File: config.mk
export PLATFORM = sky130hd
export DESIGN_NAME = nvram_upload_spi
export DESIGN_NICKNAME = d
export VERILOG_FILES = /design/src/rtl/nvram_upload_spi.sv
export SDC_FILE = /design/constraint.sdc
export NUM_CORES = 1
export LEC_CHECK = 0
export BUFFER_PORTS_ARGS = -buffer_cell sky130_fd_sc_hd__buf_2
export CELL_PAD_IN_SITES_DETAIL_PLACEMENT = 0
export CELL_PAD_IN_SITES_GLOBAL_PLACEMENT = 1
export CORE_MARGIN = 2
export CORE_UTILIZATION = 40
export CTS_CLUSTER_SIZE = 25
export DETAILED_ROUTE_END_ITERATION = 10
export PLACE_DENSITY = 0.74
export SLEW_MARGIN = 20
export SYNTH_ARGS = -nofsm -noshare
export SYNTH_HDL_FRONTEND = slang
export SYNTH_SLANG_ARGS = --single-unit
File: constraint.sdc
create_clock -name clk_sys -period 2.7 [get_ports clk_sys]
set_input_delay 0 -clock clk_sys [delete_from_list [all_inputs] [get_ports clk_sys]]
set_output_delay 0 -clock clk_sys [all_outputs]
set_load 0.05 [all_outputs]
File: src/rtl/nvram_upload_spi.sv
// NVRAM upload over the host SPI link: a BEGIN/DATA/END command frame protocol that
// streams core bytes out on SPI_DO, using a prefetch buffer to hide the core read latency.
//
// state     | meaning
// ----------+--------------------------------------------------------------
// ST_IDLE   | no frame; waits for SS2 low (only after SS2 has been seen high)
// ST_CMD    | shifting in the command byte
// ST_BEGIN  | BEGIN accepted; remaining bytes of the frame ignored
// ST_DATA   | shifting prefetched bytes out on SPI_DO, one per byte slot
// ST_END    | END accepted; remaining bytes of the frame ignored
// ST_IGNORE | unknown command; waits for SS2 high
module nvram_upload_spi #(
  parameter int RD_LAT = 4,
  parameter int ADDR_W = 25
) (
  input  logic              clk_sys,
  input  logic              reset_n,
  input  logic              SPI_SCK,
  input  logic              SPI_SS2,
  input  logic              SPI_DI,
  output logic              SPI_DO,
  output logic              spi_do_oe,
  output logic              ioctl_upload,
  output logic [ADDR_W-1:0] ioctl_addr,
  input  logic [7:0]        ioctl_din,
  output logic              ioctl_rd
);

  typedef enum logic [2:0] {
    ST_IDLE, ST_CMD, ST_BEGIN, ST_DATA, ST_END, ST_IGNORE
  } state_t;

  localparam logic [3:0] RD_LAT_C = 4'(RD_LAT);

  state_t      state_q, state_d;
  logic [1:0]  sck_s, ss_s, di_s, fill;
  logic        sck_q, armed;
  logic [2:0]  bit_cnt;
  logic [6:0]  rx_sr;
  logic [7:0]  rx_byte, do_sr, pf_buf;
  logic [3:0]  pf_cnt;
  logic        pf_busy;
  logic        ss, sck_rise, sck_fall, byte_done;
  logic        cmd_begin, cmd_end, do_load;

  assign ss        = ss_s[1];
  assign sck_rise  = sck_s[1] & ~sck_q;
  assign sck_fall  = ~sck_s[1] & sck_q;
  assign byte_done = sck_rise && (bit_cnt == 3'd7);
  assign rx_byte   = {rx_sr, di_s[1]};
  assign spi_do_oe = !ss && (state_q == ST_DATA);
  assign SPI_DO    = spi_do_oe ? do_sr[7] : 1'b1;

  // armed only once the synchronisers hold real samples, so a reset released
  // mid-frame cannot mistake the reset value of SS2 for a deselect
  always_ff @(posedge clk_sys or negedge reset_n) begin
    if (!reset_n) begin
      sck_s <= 2'b11;
      ss_s  <= 2'b11;
      di_s  <= 2'b00;
      sck_q <= 1'b1;
      fill  <= 2'b00;
      armed <= 1'b0;
    end else begin
      sck_s <= {sck_s[0], SPI_SCK};
      ss_s  <= {ss_s[0], SPI_SS2};
      di_s  <= {di_s[0], SPI_DI};
      sck_q <= sck_s[1];
      fill  <= {fill[0], 1'b1};
      if (fill[1] && ss) armed <= 1'b1;
    end
  end

  always_ff @(posedge clk_sys or negedge reset_n) begin
    if (!reset_n) state_q <= ST_IDLE;
    else          state_q <= state_d;
  end

  always_comb begin
    state_d   = state_q;
    cmd_begin = 1'b0;
    cmd_end   = 1'b0;
    do_load   = 1'b0;
    if (ss) begin
      state_d = ST_IDLE;
    end else begin
      case (state_q)
        ST_IDLE: if (armed) state_d = ST_CMD;
        ST_CMD: begin
          if (byte_done) begin
            case (rx_byte)
              8'h5A: begin state_d = ST_BEGIN; cmd_begin = 1'b1; end
              8'h5B: begin state_d = ST_DATA;  do_load   = 1'b1; end
              8'h5C: begin state_d = ST_END;   cmd_end   = 1'b1; end
              default: state_d = ST_IGNORE;
            endcase
          end
        end
        ST_DATA: if (byte_done) do_load = 1'b1;
        default: state_d = state_q;
      endcase
    end
  end

  always_ff @(posedge clk_sys or negedge reset_n) begin
    if (!reset_n) begin
      bit_cnt <= 3'd0;
      rx_sr   <= 7'd0;
    end else if (ss || state_q == ST_IDLE) begin
      bit_cnt <= 3'd0;
      rx_sr   <= 7'd0;
    end else if (sck_rise) begin
      bit_cnt <= bit_cnt + 3'd1;
      rx_sr   <= rx_byte[6:0];
    end
  end

  always_ff @(posedge clk_sys or negedge reset_n) begin
    if (!reset_n) begin
      ioctl_upload <= 1'b0;
      ioctl_addr   <= '0;
    end else if (cmd_begin) begin
      ioctl_upload <= 1'b1;
      ioctl_addr   <= '0;
    end else if (cmd_end) begin
      ioctl_upload <= 1'b0;
    end else if (do_load) begin
      ioctl_addr <= ioctl_addr + ADDR_W'(1);
    end
  end

  // a new address restarts the latency countdown; ioctl_din is taken when it expires
  always_ff @(posedge clk_sys or negedge reset_n) begin
    if (!reset_n) begin
      pf_busy  <= 1'b0;
      pf_cnt   <= 4'd0;
      pf_buf   <= 8'hFF;
      ioctl_rd <= 1'b0;
    end else begin
      ioctl_rd <= 1'b0;
      if (cmd_begin || do_load) begin
        pf_busy <= 1'b1;
        pf_cnt  <= RD_LAT_C;
      end else if (pf_busy) begin
        if (pf_cnt == 4'd0) begin
          pf_buf   <= ioctl_din;
          ioctl_rd <= 1'b1;
          pf_busy  <= 1'b0;
        end else begin
          pf_cnt <= pf_cnt - 4'd1;
        end
      end
    end
  end

  // falls are ignored until the first rise of a slot so the freshly loaded MSB survives
  always_ff @(posedge clk_sys or negedge reset_n) begin
    if (!reset_n) begin
      do_sr <= 8'hFF;
    end else if (do_load) begin
      do_sr <= pf_buf;
    end else if (state_q == ST_DATA && !ss && sck_fall && bit_cnt != 3'd0) begin
      do_sr <= {do_sr[6:0], 1'b1};
    end
  end

endmodule

Word level (Yosys, flattened, before mapping)
Index checks and enable logic that the tools add are counted.
{ "op_classes": {"add_sub_neg": 3, "n_bitwise": 5, "n_eq_ne": 10, "reduce_logical": 21, "mux": 39} }
{ "ops": {"columns": ["cell", "count"], "rows": [
  ["2-to-1 mux 25 bit", 3],
  ["adder 25 x 1 -> 25 bit, second input constant", 1],
  ["== test 8 x 7 -> 1 bit, second input constant", 3],
  ["2-to-1 mux 1 bit", 21],
  ["2-to-1 mux 8 bit", 2],
  ["2-to-1 mux 3 bit", 5],
  ["2-to-1 mux 7 bit", 2],
  ["2-to-1 mux 4 bit", 3],
  ["nonzero test 2 bit", 5],
  ["case mux 3 bit (3 select lines)", 1],
  ["!= test 3 bit, second input constant", 2],
  ["case mux 3 bit (2 select lines)", 1],
  ["AND reduction 3 bit", 2],
  ["nonzero test 3 bit", 2],
  ["logical AND 1 bit", 5],
  ["logical NOT 4 bit", 1],
  ["!= test 2 bit, second input constant", 2],
  ["AND reduction 2 bit", 2],
  ["subtractor 4 x 1 -> 4 bit, second input constant", 1],
  ["adder 3 x 1 -> 3 bit, second input constant", 1],
  ["== test 3 x 1 -> 1 bit, second input constant", 1],
  ["== test 3 x 2 -> 1 bit, second input constant", 1],
  ["== test 3 bit, second input constant", 1],
  ["logical NOT 3 bit", 1],
  ["other kinds (5)", 9]
]} }
{ "totals": {"inputBits": 13, "ff_bits": 71} }

Depth between registers and ports, before layout
{ "depth": {"depth_word": 9, "ltp_mapped": 9, "mapped_depth_nobuf": 6} }

Worst setup path before layout
Ideal clock, no wire load.
{ "synth_path": {"path_kind": "reg2reg", "start": "reg bit_cnt[0]", "end": "reg ioctl_addr[1]", "path_slack_ns": 0.760, "period_less_slack_ns": 1.940, "path_stages_with_launch": 10, "t_arrival_ns": 1.819, "path_buffers": 3, "setup_ns": 0.121, "cell_sequence": "dfrtp_1 -> ha_1 -> ha_1 -> and3b_1 -> buf_2 -> nand2_2 -> buf_2 -> clkbuf_1 -> nor2_1 -> a22o_1"} }
{ "synth_via": {"elab_chain_len": 7, "word_cells_on_any_way": 16} }
{ "synth_rtl": {"columns": ["element", "line", "text"], "rows": [
  ["start: declaration", "38", "logic [2:0] bit_cnt;"],
  ["start signal: assignment", "113", "bit_cnt <= bit_cnt + 3'd1;"],
  ["== test 3 bit *", "49", "assign byte_done = sck_rise && (bit_cnt == 3'd7);"],
  ["logical AND 1 bit *", "49", null],
  ["2-to-1 mux 1 bit, on equally long branches", "99, 90", null],
  ["case mux 1 bit (2 select lines) or 2-to-1 mux 1 bit (tied branches)", "87", "case (state_q)"],
  ["2-to-1 mux 1 bit", "84", "if (ss) begin"],
  ["nonzero test 2 bit (no source line) or != test 2 bit (tied branches)", null, null],
  ["AND reduction 2 bit (no source line)", null, null],
  ["end signal: assignment", "128", "ioctl_addr <= ioctl_addr + ADDR_W'(1);"],
  ["end: declaration", "24", "output logic [ADDR_W-1:0] ioctl_addr,"]
]} }
Every way passes the cells marked *; elsewhere a longest branch is shown, timed or not.
A chain may end at the register's enable or synchronous reset.

Worst setup path after layout
{ "layout_path": {"start": "reg bit_cnt[0]", "end": "reg ioctl_addr[13]"} }
Same word-level chain as after synthesis.

==> results.md <==
- Pin count of the biggest net entering global routing: 44
- Final clock skew: about 0.0063 ns
- N_diodes: 0
- Post-placement cell area: 3780 um^2
- Ys Warns: 0
- Top cells by count, synth: dfrtp_1 (50), nand2_1 (29), a21oi_1 (26)
- Buffer depth of the longest clock path: 2
- Crit path largest cell delay: 0.63 ns
- Worst-path clk slew: 0.08 ns
- Fin crit period: around 2.4 ns
- Root Buffer: clkbuf_8
- Fin area: approximately 4100 um^2
- CP cell instances: ha_1, ha_1, and3b_1, nand4_1, or4_1, a21oi_1
- Bufs and invs on worst path: 0
- Via count: 2753
- Setup Buffers After CTS: 0
- Area delta synth->final: 17.84%
- Grt ovf: 0
- Distinct cells, synth: 54
- Num rows: 34
- Main synth FF type: dfrtp_1
- DR pass1 iterations: 4
- DRC Markers: 0
- Outcome: completed
- Actual slew at the worst max-slew pin: about 0.75 ns
- Worst path slowest cell: or4_1
- Seq/Total Area, Yosys: about half
- Worst-case vdd ir drop: around 0.33 mV
- Flop pwr share: 54.2%
- Syn Inst Count: around 320
- # setup viols final: 0
- Cell area power density: slightly below 500 nW/um^2
- Worst R2R Start: bit_cnt[0]
- CTS tree: built
- # nets final: 393
- # port buffers: about 40
- Clk_lat worst skew: between 0.3 and 0.4 ns
- Vias in the first global route: 2618
- DIE AREA: 9461 um^2
- Number of enable flip-flop cells after synthesis: 0
- Global Route Usage Sum: between 15 and 20%
- Synth Area per Inst: roughly 11 um^2
- Max Fclk: about 420 MHz
- GPL Wtd Cong: 0.7486
- Maxcap violations: 0
- CP Class: reg2reg
- Clock sink count: just over 70
- Via density per instance: 5.641
- Core ar.: about 8600 um^2
- Setup TNS: 0 ns
- Top cell type's share of synthesized area: a little over a third
- Crit-path most repeated cell: ha_1
- Synth async-reset ratio: 100.0%
- CP Data Required Time: between 2 and 3 ns
- Dpl hpwl: 4911 um
- Area of the mapped netlist: between 3000 and 4000 um^2
- Switching pwr: about 0.00046 W
- Crit path launch: bit_cnt[0]
- Crit. End Element: flop
- Relative slew slack: about half
- Clock share of power: a little over two fifths
- Layout cells sized above 1: just under 30%
- Antenna-violating nets left: 0
- Gate power share: between 3 and 4%
- R2R cell count: 6
- IO Count: 42
- Switching fraction of total power: between 20% and 30%
- #FFs+latches synth: a little over 70
- R2r setup slk: between 0.3 and 0.4 ns
- Startpoint Class: flop
- Worst Hold Class: in2async
- P_int: about 0.0016 W
- Cell taking the most area after synthesis: dfrtp_1
- RSZ-0062 raised after global routing: false
- Synthesized Nets: about 340
- CP max FO: 12
- Fill count: around 830
- Fin crit share: 88.61%
- Die H: slightly below 100 um
- Crit-path leading delay family: simple AND/OR/NAND/NOR gates
- DR WL/cell: 15.23 um
- Initial antenna violation count: 0
- H-tree depth: 3
- First-pass GRT wire length: approximately 13000 um
- Leak: 1.710 nW
- Starting Density: between 40% and 50%
- Die Span X: 97.27 um
- Max Slew Vio Count: 0
- Top cells by area, synth: dfrtp_1 (36%), dfstp_2 (16%), mux2_2 (3.9%), a21oi_1 (3.7%), o31ai_1 (3.7%)
- WP depth: 6
- Total wire length: around 7400 um
- Setup crit end: ioctl_addr[13]
- CTS Buf Count: 9
- Crit Reg-Reg Endpoint: ioctl_addr[13]
- Critical Path AT: approximately 2.7 ns
- Initial DRC Count: 166
- Most frequent cell after synthesis: dfrtp_1
- Final Hold Fails: 0
-- repair_timing --
| action | 4_1_cts | 5_1_grt |
|---|---|---|
| hold endpoints to repair | 35 | 0 |
| hold buffers | 12 | 0 |
| resized for setup | 0 | 0 |
-- stage by stage --
step / power (W) / cells / util (%) / setup slack, ns / hold slack (ns)
finish: 0.002023 / 488 / 47.71 / 0.3076 / 0.2577
global route: 0.002112 / 488 / 47.71 / 0.09262 / 0.2958
CTS: 0.002054 / 488 / 47.71 / 0.2936 / 0.2789
detailed placement: 0.001177 / 460 / 43.99 / 0.3212 / 0.1062
global placement: 0.001175 / 460 / 43.99 / 0.3937 / 0.1056
floorplan: 0.001135 / 323 / - / 0.7602 / -0.2956
-- layout make-up --
class                   count  area (um^2)  share of cell area, %
repair buffers             58        375.4                  9.155
flip-flops and latches     71         1803                  43.97
clock inverters             4        22.52                 0.5493
inverters                  10        37.54                 0.9155
multi-input cells         225         1549                  37.78
well taps                 108        135.1                  3.296
clock buffers              12        177.7                  4.333
-- placed cells by master, fill, tap and decap left out, drive strengths merged, types with 3 or more instances in the layout --
| cell | count |
|---|---|
| a21oi | 27 |
| or4 | 15 |
| and4 | 6 |
| nand4 | 12 |
| nor4b | 3 |
| nor2 | 8 |
| o221a | 3 |
| o21ai | 15 |
| nor4 | 4 |
| inv | 12 |
| nand2 | 30 |
| nor3b | 3 |
| buf | 46 |
| clkbuf | 12 |
| ha | 5 |
| o31ai | 17 |
| dfstp | 21 |
| o21bai | 7 |
| nand3 | 8 |
| nor3 | 4 |
| mux2 | 12 |
| dlygate4sd3 | 12 |
| mux2i | 7 |
| a31oi | 3 |
| dfrtp | 50 |
| nand2b | 4 |
| or2 | 6 |
-- power groups by stage --
stage	registers (W)	logic, W	clock network [W]
2_1_floorplan	0.00111	0.0000215	0
3_3_place_gp	0.00112	0.0000593	0
3_5_place_dp	0.00112	0.0000603	0
4_1_cts	0.00110	0.0000736	0.000884
5_1_grt	0.00110	0.0000811	0.000931
6_report	0.00110	0.0000711	0.000855
-- routing by layer --
layer,share of wire [%],routed length [um],vias up,track usage (%)
met5,0,0,-,0
met4,1.5,108,0,5.449
met3,3.8,279,11,4.173
met2,47,3483,54,26.71
met1,48,3562,1366,21.76
li1,-,-,1322,-
-- state kept, by name (all words and copies together), names as in the netlist --
register / cells
rx_sr: 7
state_q: 3
pf_buf: 8
pf_cnt: 4
bit_cnt: 3
ioctl_rd: 1
di_s: 2
do_sr: 8
armed: 1
ioctl_upload: 1
sck_q: 1
fill: 2
pf_busy: 1
ss_s: 2
ioctl_addr: 25
sck_s: 2
-- cells by family (layout without fill, tap and decap cells) --
group           count (synthesis)  after routing  share of synthesized area, %
simple gates                  115            115                         20.46
compound gates                 81             81                         15.25
flops                          71             71                         51.82
buf+inv                        27             84                         3.668
mux                            19             19                         5.897
fa+ha+maj                       5              5                         1.798
xor+xnor                        4              4                         1.007
other cells                     1              1                        0.1078
-- worst min-delay path by stage --
stage / start / to / cells after the start
after floorplan: reset_n / armed / 0
after CTS: SPI_SCK / sck_s[0] / 2
final: reset_n / ioctl_addr[19] / 2
after global placement: reset_n / ioctl_addr[17] / 1
after global routing: SPI_SS2 / ss_s[0] / 2
after detailed placement: reset_n / ioctl_addr[17] / 1
(Power assumes the default switching activity.)
